<file path="src/rtl/prog_loader.sv">
// Program loader: streams a program into IRAM, pulses CPU start, waits for idle, then dumps DRAM.
// Define PROG_LOADER_TIMEOUT_EN to build the RUN watchdog that forces the dump after TIMEOUT cycles.
module prog_loader #(
    parameter int unsigned W_IDATA   = 16,
    parameter int unsigned W_DDATA   = 8,
    parameter int unsigned W_ADDR    = 8,
    parameter int unsigned DUMP_BASE = 0,
    parameter int unsigned DUMP_LEN  = 256,
    parameter int unsigned TIMEOUT   = 65535
) (
    input  logic               clk,
    input  logic               rst,
    input  logic               s_valid,
    output logic               s_ready,
    input  logic               s_last,
    input  logic [W_IDATA-1:0] s_data,
    output logic               iram_write,
    output logic [W_ADDR-1:0]  iram_addr,
    output logic [W_IDATA-1:0] iram_din,
    output logic               start,
    input  logic               idle,
    output logic [W_ADDR-1:0]  dram_addr,
    input  logic [W_DDATA-1:0] dram_dout,
    output logic               m_valid,
    input  logic               m_ready,
    output logic               m_last,
    output logic [W_DDATA-1:0] m_data,
    output logic               done,
    output logic               err
);

    typedef enum logic [2:0] {StLoad, StStart, StRun, StDumpRd, StDumpOut, StDone} state_e;

    localparam logic [W_ADDR-1:0] LastLoadAddr = '1;
    localparam logic [W_ADDR-1:0] LastDumpIdx  = W_ADDR'(DUMP_LEN - 1);
    localparam logic [W_ADDR-1:0] DumpBase     = W_ADDR'(DUMP_BASE);

    state_e              state_q, state_d;
    logic [W_ADDR-1:0]   load_cnt_q, load_cnt_d;
    logic [W_ADDR-1:0]   dump_cnt_q, dump_cnt_d;
    logic [W_DDATA-1:0]  m_data_q, m_data_d;
    logic                err_q, err_d;
    logic                run_first_q, run_first_d;
    logic                rd_wait_q, rd_wait_d;
    logic                timeout_hit;

`ifdef PROG_LOADER_TIMEOUT_EN
    localparam int unsigned     WRun    = $clog2(TIMEOUT + 1);
    localparam logic [WRun-1:0] RunLast = WRun'(TIMEOUT - 1);

    logic [WRun-1:0] run_cnt_q, run_cnt_d;

    // Counts RUN cycles from 0 at entry; the last RUN cycle is the one where it holds TIMEOUT-1.
    always_comb begin
        run_cnt_d = '0;
        if (state_q == StRun) run_cnt_d = run_cnt_q + 1'b1;
    end

    always_ff @(posedge clk) begin
        if (rst) run_cnt_q <= '0;
        else     run_cnt_q <= run_cnt_d;
    end

    assign timeout_hit = (run_cnt_q == RunLast);
`else
    assign timeout_hit = 1'b0;
`endif

    always_comb begin
        state_d     = state_q;
        load_cnt_d  = load_cnt_q;
        dump_cnt_d  = dump_cnt_q;
        m_data_d    = m_data_q;
        err_d       = err_q;
        run_first_d = run_first_q;
        rd_wait_d   = rd_wait_q;
        s_ready     = 1'b0;
        iram_write  = 1'b0;
        start       = 1'b0;
        m_valid     = 1'b0;
        m_last      = 1'b0;
        done        = 1'b0;

        unique case (state_q)
            StLoad: begin
                s_ready = 1'b1;
                if (s_valid) begin
                    iram_write = 1'b1;
                    load_cnt_d = load_cnt_q + 1'b1;
                    if (s_last) begin
                        state_d = StStart;
                    end else if (load_cnt_q == LastLoadAddr) begin
                        err_d   = 1'b1;
                        state_d = StStart;
                    end
                end
            end
            StStart: begin
                start       = 1'b1;
                run_first_d = 1'b1;
                state_d     = StRun;
            end
            StRun: begin
                // The CPU may still report idle in the cycle right after start.
                run_first_d = 1'b0;
                if (!run_first_q && idle) begin
                    state_d = StDumpRd;
                end else if (timeout_hit) begin
                    err_d   = 1'b1;
                    state_d = StDumpRd;
                end
            end
            StDumpRd: begin
                rd_wait_d = ~rd_wait_q;
                if (rd_wait_q) begin
                    m_data_d = dram_dout;
                    state_d  = StDumpOut;
                end
            end
            StDumpOut: begin
                m_valid = 1'b1;
                m_last  = (dump_cnt_q == LastDumpIdx);
                if (m_ready) begin
                    if (dump_cnt_q == LastDumpIdx) begin
                        state_d = StDone;
                    end else begin
                        dump_cnt_d = dump_cnt_q + 1'b1;
                        state_d    = StDumpRd;
                    end
                end
            end
            StDone: begin
                done = 1'b1;
            end
            default: begin
                state_d = StLoad;
            end
        endcase

        // Nothing may be written or handshaken while reset is asserted.
        if (rst) begin
            s_ready    = 1'b0;
            iram_write = 1'b0;
            start      = 1'b0;
            m_valid    = 1'b0;
            m_last     = 1'b0;
            done       = 1'b0;
        end
    end

    always_ff @(posedge clk) begin
        if (rst) begin
            state_q     <= StLoad;
            load_cnt_q  <= '0;
            dump_cnt_q  <= '0;
            m_data_q    <= '0;
            err_q       <= 1'b0;
            run_first_q <= 1'b0;
            rd_wait_q   <= 1'b0;
        end else begin
            state_q     <= state_d;
            load_cnt_q  <= load_cnt_d;
            dump_cnt_q  <= dump_cnt_d;
            m_data_q    <= m_data_d;
            err_q       <= err_d;
            run_first_q <= run_first_d;
            rd_wait_q   <= rd_wait_d;
        end
    end

    assign iram_addr = rst ? '0 : load_cnt_q;
    assign iram_din  = iram_write ? s_data : '0;
    assign dram_addr = rst ? '0 : DumpBase + dump_cnt_q;
    assign m_data    = rst ? '0 : m_data_q;
    assign err       = err_q & ~rst;

endmodule

</file>
<file path="config.mk">
export PLATFORM = sky130hd
export DESIGN_NAME = prog_loader
export DESIGN_NICKNAME = d
export VERILOG_FILES = /design/src/rtl/prog_loader.sv
export SDC_FILE = /design/constraint.sdc
export NUM_CORES = 1
export LEC_CHECK = 0
export ABC_AREA = 1
export CORE_MARGIN = 2
export CORE_UTILIZATION = 39
export DETAILED_ROUTE_END_ITERATION = 10
export PLACE_DENSITY = 0.74
export SYNTH_ARGS = -nofsm -noshare
export SYNTH_HDL_FRONTEND = slang
export SYNTH_SLANG_ARGS = --single-unit
</file>
<file path="constraint.sdc">
create_clock -name clk -period 1.25 [get_ports clk]
set_clock_uncertainty 0.05 [all_clocks]
set_input_delay 0.125 -clock clk [delete_from_list [all_inputs] [get_ports clk]]
set_output_delay 0.125 -clock clk [all_outputs]
set_load 0.05 [all_outputs]
</file>
== Word-level counts from Yosys, hierarchy flattened ==
Index checks and enable logic that the tools add are counted.
Operators by class
  $add $sub $neg: 2
  equality and inequality tests: 12
  multiplexer cells: 26
  bitwise logic cells: 6
  reduce and logical (&&, ||, !) cells: 9
Operators with widths (count)
  2-to-1 mux 8 bit: 3
  2-to-1 mux 3 bit: 7
  one-hot mux 3 bit (6 select lines): 1
  adder 8 x 1 -> 8 bit (second input constant): 2
  == test 8 bit (second input constant): 2
  2-to-1 mux 16 bit: 1
  2-to-1 mux 1 bit: 13
  inequality test 2 bit (second input constant): 4
  == test 3 x 2 -> 1 bit (second input constant): 2
  == test 3 bit (second input constant): 2
  AND reduction 6 bit: 1
  inverter 1 bit: 5
  AND reduction 2 bit: 2
  AND reduction 4 bit: 1
  == test 3 x 1 -> 1 bit (second input constant): 1
  zero test 3 bit: 1
  inequality test 3 bit (second input constant): 1
  AND reduction 3 bit: 1
  one-hot mux 1 bit (2 select lines): 1
  nonzero test 2 bit: 1
  bitwise AND 1 bit: 1
  logical AND 1 bit: 1
  zero test 1 bit: 1
Storage, ports and cells
  register bits: 30
  input bits: 30
  output and inout port bits: 47
  word-level logic and storage cells: 62

== Longest topological paths before layout ==
  depth in word-level cells: 5
  gate-level depth with buffers: 10
  depth with buffers taken out: 10

== Worst setup path before layout ==
Ideal clock, no wire load.
  path kind: reg-to-output
  start: register dump_cnt_q[0]
  end: output port m_last
  arrival: 1942 ps
  required time: 1075 ps
  setup slack: -867 ps
  stages on the path, launching flop included: 6
  buffers on the path: 0
  cells stage by stage: dfxtp_1 -> ha_1 -> nand2_1 -> nor2_2 -> nand2_1 -> nor3_1
On the way
  cells in the longest elaborated chain, start to end: 3
Ends and longest elaborated chain
  from (decl): line 40  | logic [W_ADDR-1:0] dump_cnt_q, dump_cnt_d;
  from (signal assigned): line 163  | dump_cnt_q <= dump_cnt_d;
  == test 8 bit: line 122  | m_last = (dump_cnt_q == LastDumpIdx);
  2-to-1 mux 1 bit: line 84  | unique case (state_q)
  2-to-1 mux 1 bit: line 141  | if (rst) begin
  to (decl): line 26  | output logic m_last,
No other way between the ends.

== Worst setup path after layout ==
  start: register state_q[0]
  end: output port iram_din[15]
On the way
  cells in the longest elaborated chain, start to end: 4
Ends and longest elaborated chain
  from (decl): line 38  | state_e state_q, state_d;
  from (signal assigned): line 153  | state_q <= StLoad;
  from (signal assigned): line 161  | state_q <= state_d;
  zero test 3 bit: line 84
  2-to-1 mux 1 bit: line 84
  2-to-1 mux 1 bit: line 141
  2-to-1 mux 16 bit: line 172  | assign iram_din = iram_write ? s_data : '0;
  to (decl): line 19  | output logic [W_IDATA-1:0] iram_din,
No other way between the ends.

==> flow_summary.toml <==
[sta]
tightest_slew_ns = 0.427
timing.final.crit_share_pct = 135
max_slew_margin_pct = 71.5
rsz0062_at_grt = "true"
setup_tns_ns = -13.55
setup_violations = 54
fmax_mhz = 593
period_minus_slack_ns = 1.69
hold_viol_final = 0
holdWs_ns = 0.289
fin_ws_ns = -0.437
slew_violations = 0

[placed_design]
gp_congestion = 0.800
portBuffers = 76
dp_cells = 446
pre_cts_slack_ns = -0.301
dpl_cell_area_um2 = 2970
hpwl_um = 3710

[synthesis]
synth_edf_count = 0
synthTopCellsByArea = "dfxtp_1, nor2_1, inv_1"
ys_ff_latch = 30
yosysUniqueCellTypes = 29
synth_xor_area_share_pct = 1.44
syn_area_per_cell_um2 = 6.21
ys_warn_count = 0
syn_nets = 326
async_flop_share_pct = 0
ys_seq_area_share_pct = 32.9
synthMostInstantiatedCell = "nor2_1"
synth_compound_area_share_pct = 11.5
synthTopCellsByCount = "nor2_1, inv_1, nand2_1, dfxtp_1, a21oi_1"
synthAdderAreaFrac_pct = 1.37
syn-cell-area_um2 = 1830
yosysTopAreaCell = "dfxtp_1"
synth_top_family_by_area = "simple AND/OR/NAND/NOR gates"
synthCells = 294
ys.flop_type = "dfxtp_1"
yosysTopAreaCellShare_pct = 32.9
muxShareOfSynthArea_pct = 0
yosys.area_share.simple_pct = 37.3

[global_route]
grt_pass1_wl_um = 8930
grt_max_degree = 37
antenna_found_initial = 0
grt_usage_pct = 21.8
grt_pass1_vias = 1962
grt-ovfl-total = 0

[critical_path]
max_stage_delay_ns = 0.34
worst-path-stages = 6
cp_slowest_cell = "dfxtp_2"
crit_path_start_kind = "flip-flop"
crit_path_end_kind = "primary output"
crit_type = "reg2out"
critPathMaxFanout = 9
cp_top_family = "simple AND/OR/NAND/NOR gates"
worstPathCellList = "nor2_4 -> nand2_4 -> nor2_8 -> nand2_8 -> nor2_2 -> buf_6"
crit_buf_inv = 1
arrival_ns = 1.51
r2r_cells = 10
cp.required_ns = 1.08

[detailed_routing]
dr.pass1.iters = 4
wirelength_um = 7180
wire_per_inst_um = 15.1
drc = 0
drt_iter0_drc = 156
drtAntennaViolNets = 0
vias_per_cell = 4.95
vias = 2357

[clocking]
cts_tree = "built"
clock_sinks = 30
cts_buffers = 5
root_buffer = "clkbuf_8"
path_clk_slew_ns = 0.07
cts_max_level = 2
postCtsHoldBufs = 0
clk_latency_ns = 0.29
cts_buffer_depth = 2

[run]
drv_cap = 0

[floorplanning]
fp.dieW_um = 72.4
row_count = 24
core_um2 = 4440
ios = 77
start_util_pct = 41.1
die_area_um2 = 5240
die_h_um = 72.4

[run_status]
status = "complete, but fails checks"
failed_checks = "negative setup slack"

[min_path]
min_path_type = "in2reg"
holdPathStages = 3

[finish]
n_antenna_cell = 0
area_delta_synth_final_pct = 109
final_nets = 455
regArea_um2 = 619
multiInputGateArea_um2 = 1460
fill_cells = 230
drive_above_1_share_pct = 58.5
stdcell_count = 476
stdcell_area_um2 = 3820

[power]
peakVddDrop_mv = 0.914
powerDensity_nw_per_um2 = 1240
leakagePower_uw = 0.00158
==> state kept, by name, indices dropped and copies added, names as in the netlist <==
signal and count:
m_data_q 8, err_q 1, load_cnt_q 8, dump_cnt_q 8, rd_wait_q 1, state_q 3
run_first_q 1
==> what timing repair did <==
| item | CTS | global route |
|---|---|---|
| buffers inserted | 8 | 14 |
| cloned | 3 | 0 |
| setup endpoints to repair | 58 | 65 |
| resized for setup | 86 | 93 |
| pin swaps | 22 | 22 |
==> cells in the final DEF, fill, tap and decap left out, types with 6 or more instances in the layout <==
master	synthesis	final
a21oi_1	22	11
a21oi_2	0	11
buf_4	2	44
buf_6	2	42
buf_8	0	10
clkbuf_8	0	6
clkdlybuf4s50_1	0	28
dfxtp_1	30	17
dfxtp_2	0	12
inv_1	55	37
inv_2	1	11
nand2_1	45	37
nand2_2	1	6
nand2_4	4	6
nand3_1	14	8
nor2_1	76	21
nor2_2	2	28
nor2_4	1	30
o21ai_1	2	10
==> worst paths after layout <==
check	startpoint	to	slack, ns
worst max-delay path	state_q[0]	iram_din[15]	-0.44
worst min-delay path	rst	dump_cnt_q[6]	0.29
worst max register to register	state_q[0]	state_q[2]	-0.31
worst min register to register	m_data_q[5]	m_data_q[5]	0.44
==> worst reg2reg max path: stages, from the launching register on <==
cell     delay, ns
dfxtp_2       0.34
buf_4         0.13
buf_6         0.11
buf_12        0.14
nor2_4        0.12
nand2_4       0.10
o21ai_4       0.17
nor2_4        0.07
nand3_1       0.08
nand2_1       0.08
nor2_1        0.12
==> cell type report <==
class                      instances  area share [%]
clock buffer                       6            2.16
timing repair buffer             129            34.5
tap                               52            1.70
timing repair inverter             1           0.197
multi-input combinational        198            38.3
sequential                        30            16.2
clock inverter                     2           0.328
inverter                          58            6.52
==> layer usage <==
| metal | global-route usage, % | part of all wire, % |
|---|---|---|
| met1 | 28.0 | 40 |
| met2 | 35.5 | 52 |
| met3 | 4.86 | 4.7 |
| met4 | 8.64 | 2.9 |
| met5 | 0 | 0 |
==> report_power, final <==
| group | switching, µW | leakage, µW | internal [µW] | total [µW] |
|---|---|---|---|---|
| clock network | 407 | 0.0000472 | 442 | 849 |
| registers | 91.2 | 0.000249 | 1060 | 1150 |
| logic | 1560 | 0.00128 | 1190 | 2750 |
==> stage by stage <==
stage                     utilization [%]  power (µW)
after floorplan                         -        2340
after global placement               66.9        2870
after detailed placement             66.9        2900
after CTS                            76.8        4170
after global routing                 85.9        4970
final                                85.9        4750
==> kinds of logic (layout without fill, tap and decap cells) <==
| logic type | after synthesis | in the layout |
|---|---|---|
| AND/OR/NAND/NOR | 150 | 152 |
| buffers and inverters | 68 | 196 |
| adder cells (fa/ha/maj) | 2 | 2 |
| XOR/XNOR | 3 | 3 |
| AO/OA/AOI/OAI | 41 | 41 |
| flip-flops | 30 | 30 |
No activity file was read; power rests on OpenSTA's default activity.
==> edit 1, RTL diff (same settings) <==
Re-encode `state_e` (6 states) as one-hot, 6 bits wide.
--- a/src/rtl/prog_loader.sv
+++ b/src/rtl/prog_loader.sv
@@ -29,7 +29,7 @@
     output logic               err
 );
 
-    typedef enum logic [2:0] {StLoad, StStart, StRun, StDumpRd, StDumpOut, StDone} state_e;
+    typedef enum logic [5:0] {StLoad = 6'b000001, StStart = 6'b000010, StRun = 6'b000100, StDumpRd = 6'b001000, StDumpOut = 6'b010000, StDone = 6'b100000} state_e;
 
     localparam logic [W_ADDR-1:0] LastLoadAddr = '1;
     localparam logic [W_ADDR-1:0] LastDumpIdx  = W_ADDR'(DUMP_LEN - 1);
Check against the original RTL: same outputs for any inputs over 10 cycles, from zero or initial values and one cycle with rst high; not proved beyond that.
==> edit 1 against the original RTL <==
  * The flow now stops in global routing (5_1_grt)
  * Area after synthesis rose by 5.3%
==> edit 1: results <==
metrics = {
    "status": {
        "status": "stopped before the end",
        "failed_stage": "global routing (5_1_grt)",
        "first_error_line_in_the_log": "[ERROR DPL-0038] Utilization greater than 100%, impossible to legalize",
    },
    "grt": {
        "largest_net_degree_at_the_start_of_global_routing": 22,
    },
    "clock_network": {
        "cts_h_tree_depth": 2,
        "cts_root_buf": "clkbuf_8",
        "cts-root-to-sink-buffers": 2,
        "clock_sinks": 33,
        "cts_made_buffers": 5,
    },
    "synthesis": {
        "yosysSeqAreaShare_pct": 34.38,
        "synth_nets": 324,
        "synth_top_cells_by_area": "dfxtp_1 (34%), inv_1 (11%), nor2_1 (10%)",
        "synthesis.yosys.warnings": 0,
        "synthTopCellsByCount": "inv_1 (56), nor2_1 (53), nand2_1 (38)",
        "ys_dominant_reg_cell": "dfxtp_1",
        "synth.lib_cells_used.distinct": 27,
        "synthArstFlopShare_pct": 0,
    },
    "place": {
        "final_weighted_congestion_in_routability_driven_placement": 0.8885,
        "place_hpwl_um": 4733,
        "placement.setup.worst_slack_ns": -0.3780,
        "place.port_buffers": 76,
    },
    "timing": {
        "repair-timing-grt-worst-ep": "iram_din[0]",
        "worst_path_end_type": "primary output",
    },
}
edit 1: changes by cell type after synthesis, moves of 2 or more:
cell | unedited run | this run
a21oi_1 | 22 | 30
nor2_2 | 2 | 11
clkbuf_1 | 2 | 6
buf_4 | 2 | 0
nor2_4 | 1 | 3
nand4_1 | 1 | 7
buf_6 | 2 | 0
nand2_4 | 4 | 0
dfxtp_1 | 30 | 33
nor2_1 | 76 | 53
nand2_1 | 45 | 38
buf_1 | 3 | 0
edit 1: logic make-up after synthesis:
kind of cell	share of synthesized area, %
simple gates	34.70
buf+inv	15.10
compound gates	12.70
flops	34.37
xor+xnor	1.823
fa+ha+maj	1.302
edit 1: repair_timing:
action | CTS
resized for setup | 122
cloned | 3
pin swaps | 32
setup endpoints to repair | 67
endpoints found under the hold margin | 0
setup buffers | 18
edit 1: stage by stage:
step / cell area (um2) / hold WS (ns) / cells / setup TNS, ns / utilization, %
floorplan: 2127 / 0.2509 / 292 / -9.778 / -
CTS: 4372 / 0.2979 / 505 / -16.36 / 92.56
global placement: 3789 / 0.4005 / 480 / -8.965 / 80.21
detailed placement: 3789 / 0.4028 / 480 / -10.85 / 80.21
==> edit 2, RTL diff (config.mk and constraints unchanged) <==
Made on the original files. Add a define of `PROG_LOADER_TIMEOUT_EN`.
--- a/src/rtl/prog_loader.sv
+++ b/src/rtl/prog_loader.sv
@@ -1,5 +1,7 @@
 // Program loader: streams a program into IRAM, pulses CPU start, waits for idle, then dumps DRAM.
 // Define PROG_LOADER_TIMEOUT_EN to build the RUN watchdog that forces the dump after TIMEOUT cycles.
+`define PROG_LOADER_TIMEOUT_EN
+
 module prog_loader #(
     parameter int unsigned W_IDATA   = 16,
     parameter int unsigned W_DDATA   = 8,
Formal check against the unedited RTL: same outputs for any inputs over 10 cycles, from zero or initial values and one cycle with rst high; that may be too few to reach the edited logic, so the function may still have changed.
==> edit 2 against the original RTL <==
  * The run still ends with negative setup slack left
  * Routed wire length is 44% higher
  * Cell area is 41% higher
  * Worst setup slack worse by 0.12 ns
  * Non-clock buffer count is 42 higher
  * Hold slack worse by 0.052 ns
  * Critical path depth is 2 higher
  * Via count is 39% higher
  * Sequential cell count is 16 higher
  * Synthesized cell count is 35% higher
  * Power is 26% higher
  * Area after synthesis is 44% higher
  * Count of clock-buffer cells in the layout is 1 higher
  * Global-route usage is 3.2 points higher
  * Critical endpoint is now iram_din[10]
==> edit 2: results <==
metrics = {
    "final_layout": {
        "finalNetCount": 599,
        "final_layout_size_suffix_gt1_share_pct": 56.01,
        "finalNonFillerCells": 643,
    },
    "worst_setup_path": {
        "critical_path.slowest_cell": "dfxtp_2",
        "critical_path.max_fanout": 16,
        "cpPeakStageDelay_ns": 0.36,
        "r2r_setup_slack_ns": -0.34,
        "crit_arrival_ns": 1.64,
    },
    "grt": {
        "first_pass_grt_wire_length_um": 14710,
        "grt_pass1_vias": 3179,
        "largest_net_degree_at_the_start_of_global_routing": 17,
        "grt.total_usage_pct": 25.05,
    },
    "place": {
        "place_hpwl_um": 6091,
        "placement.setup.worst_slack_ns": -0.3659,
        "final_weighted_congestion_in_routability_driven_placement": 0.8845,
        "postPlaceCellArea_um2": 4521,
    },
    "pwr": {
        "irDropWorstVdd_uv": 1012,
        "p_leak_nw": 2.266,
    },
    "clock_network": {
        "cts_h_tree_depth": 2,
        "worstSkewPairLatency_ns": 0.31,
        "cts.reportedPaths.clkPinSlew_ns": 0.09,
    },
    "synthesis": {
        "synthTopCellsByCount": "nor2_1 (77), inv_1 (62), nand2_1 (62)",
        "yosysSeqAreaShare_pct": 35.08,
        "synth_top_cells_by_area": "dfxtp_1 (35%), nor2_1 (11%), inv_1 (8.9%)",
        "synth_nets": 430,
        "syn_inst": 396,
        "synth.lib_cells_used.distinct": 35,
    },
    "status": {
        "failed_checks": "negative setup slack",
        "status": "complete, but fails checks",
    },
    "timing": {
        "worst_slack_ns": -0.5608,
        "hold_ws_ns": 0.2378,
        "timing.max_slew.rel_slack_pct": 73.06,
        "setup-violations-final": 70,
    },
    "drt": {
        "routedWlPerCell_um": 16.03,
        "drt_iter0_drc": 148,
    },
}
[edit 2: per-layer routing]
metal,up-vias,wire [um],global-route usage (%)
li1,1581,-,-
met1,1563,4084,28.94
met2,113,5486,45.24
met3,23,491,4.812
met4,0,248,9.668
met5,-,0,0
[edit 2: cell families (layout without fill, tap and decap cells)]
kind of cell               after synthesis  after routing  share of synthesized area [%]
AOI/OAI and AO/OA                       57             57                          11.34
xor gates and xnor gates                 6              6                          2.002
adders and majority gates                4              4                          1.907
buffers and inverters                   78            248                          12.01
DFF                                     46             46                          35.08
and+or+nand+nor                        205            205                          37.65
[edit 2: critical path, delay by kind of cell, from the launching register on]
| family | cells | cell delay (ns) |
|---|---|---|
| flops | 1 | 0.36 |
| buf+inv | 3 | 0.33 |
| simple gates | 5 | 0.62 |
[edit 2: worst max-delay path by stage]
stage	slack [ns]	cells after the start	endpoint
2_1_floorplan	-0.42	8	iram_din[10]
3_3_place_gp	-0.32	7	state_q[2]
3_5_place_dp	-0.37	7	state_q[0]
4_1_cts	-0.44	8	iram_din[10]
5_1_grt	-0.61	8	iram_din[10]
6_report	-0.56	8	iram_din[10]
[edit 2: power by group]
group | leakage [nW] | total (mW) | internal [mW] | switching [mW]
Clock | 0.0482 | 0.976 | 0.447 | 0.529
Combinational | 1.83 | 3.25 | 1.45 | 1.80
Sequential | 0.384 | 1.73 | 1.61 | 0.128
[edit 2: repair_timing]
action                     CTS  global route
resized for setup          117            75
hold buffers                 0             0
pin swaps                   25            24
buffers inserted             8            15
hold endpoints to repair     0             0
setup endpoints to repair   66            76
[edit 2: layout make-up]
type                            count  area [um2]
Inverter                           69       309.0
Multi-Input combinational cell    272        2017
Clock buffer                        7       86.33
Clock inverter                      1       5.005
Timing Repair Buffer              171        1893
Fill cell                         322        1054
Sequential cell                    46       962.2
Tap cell                           77       96.34
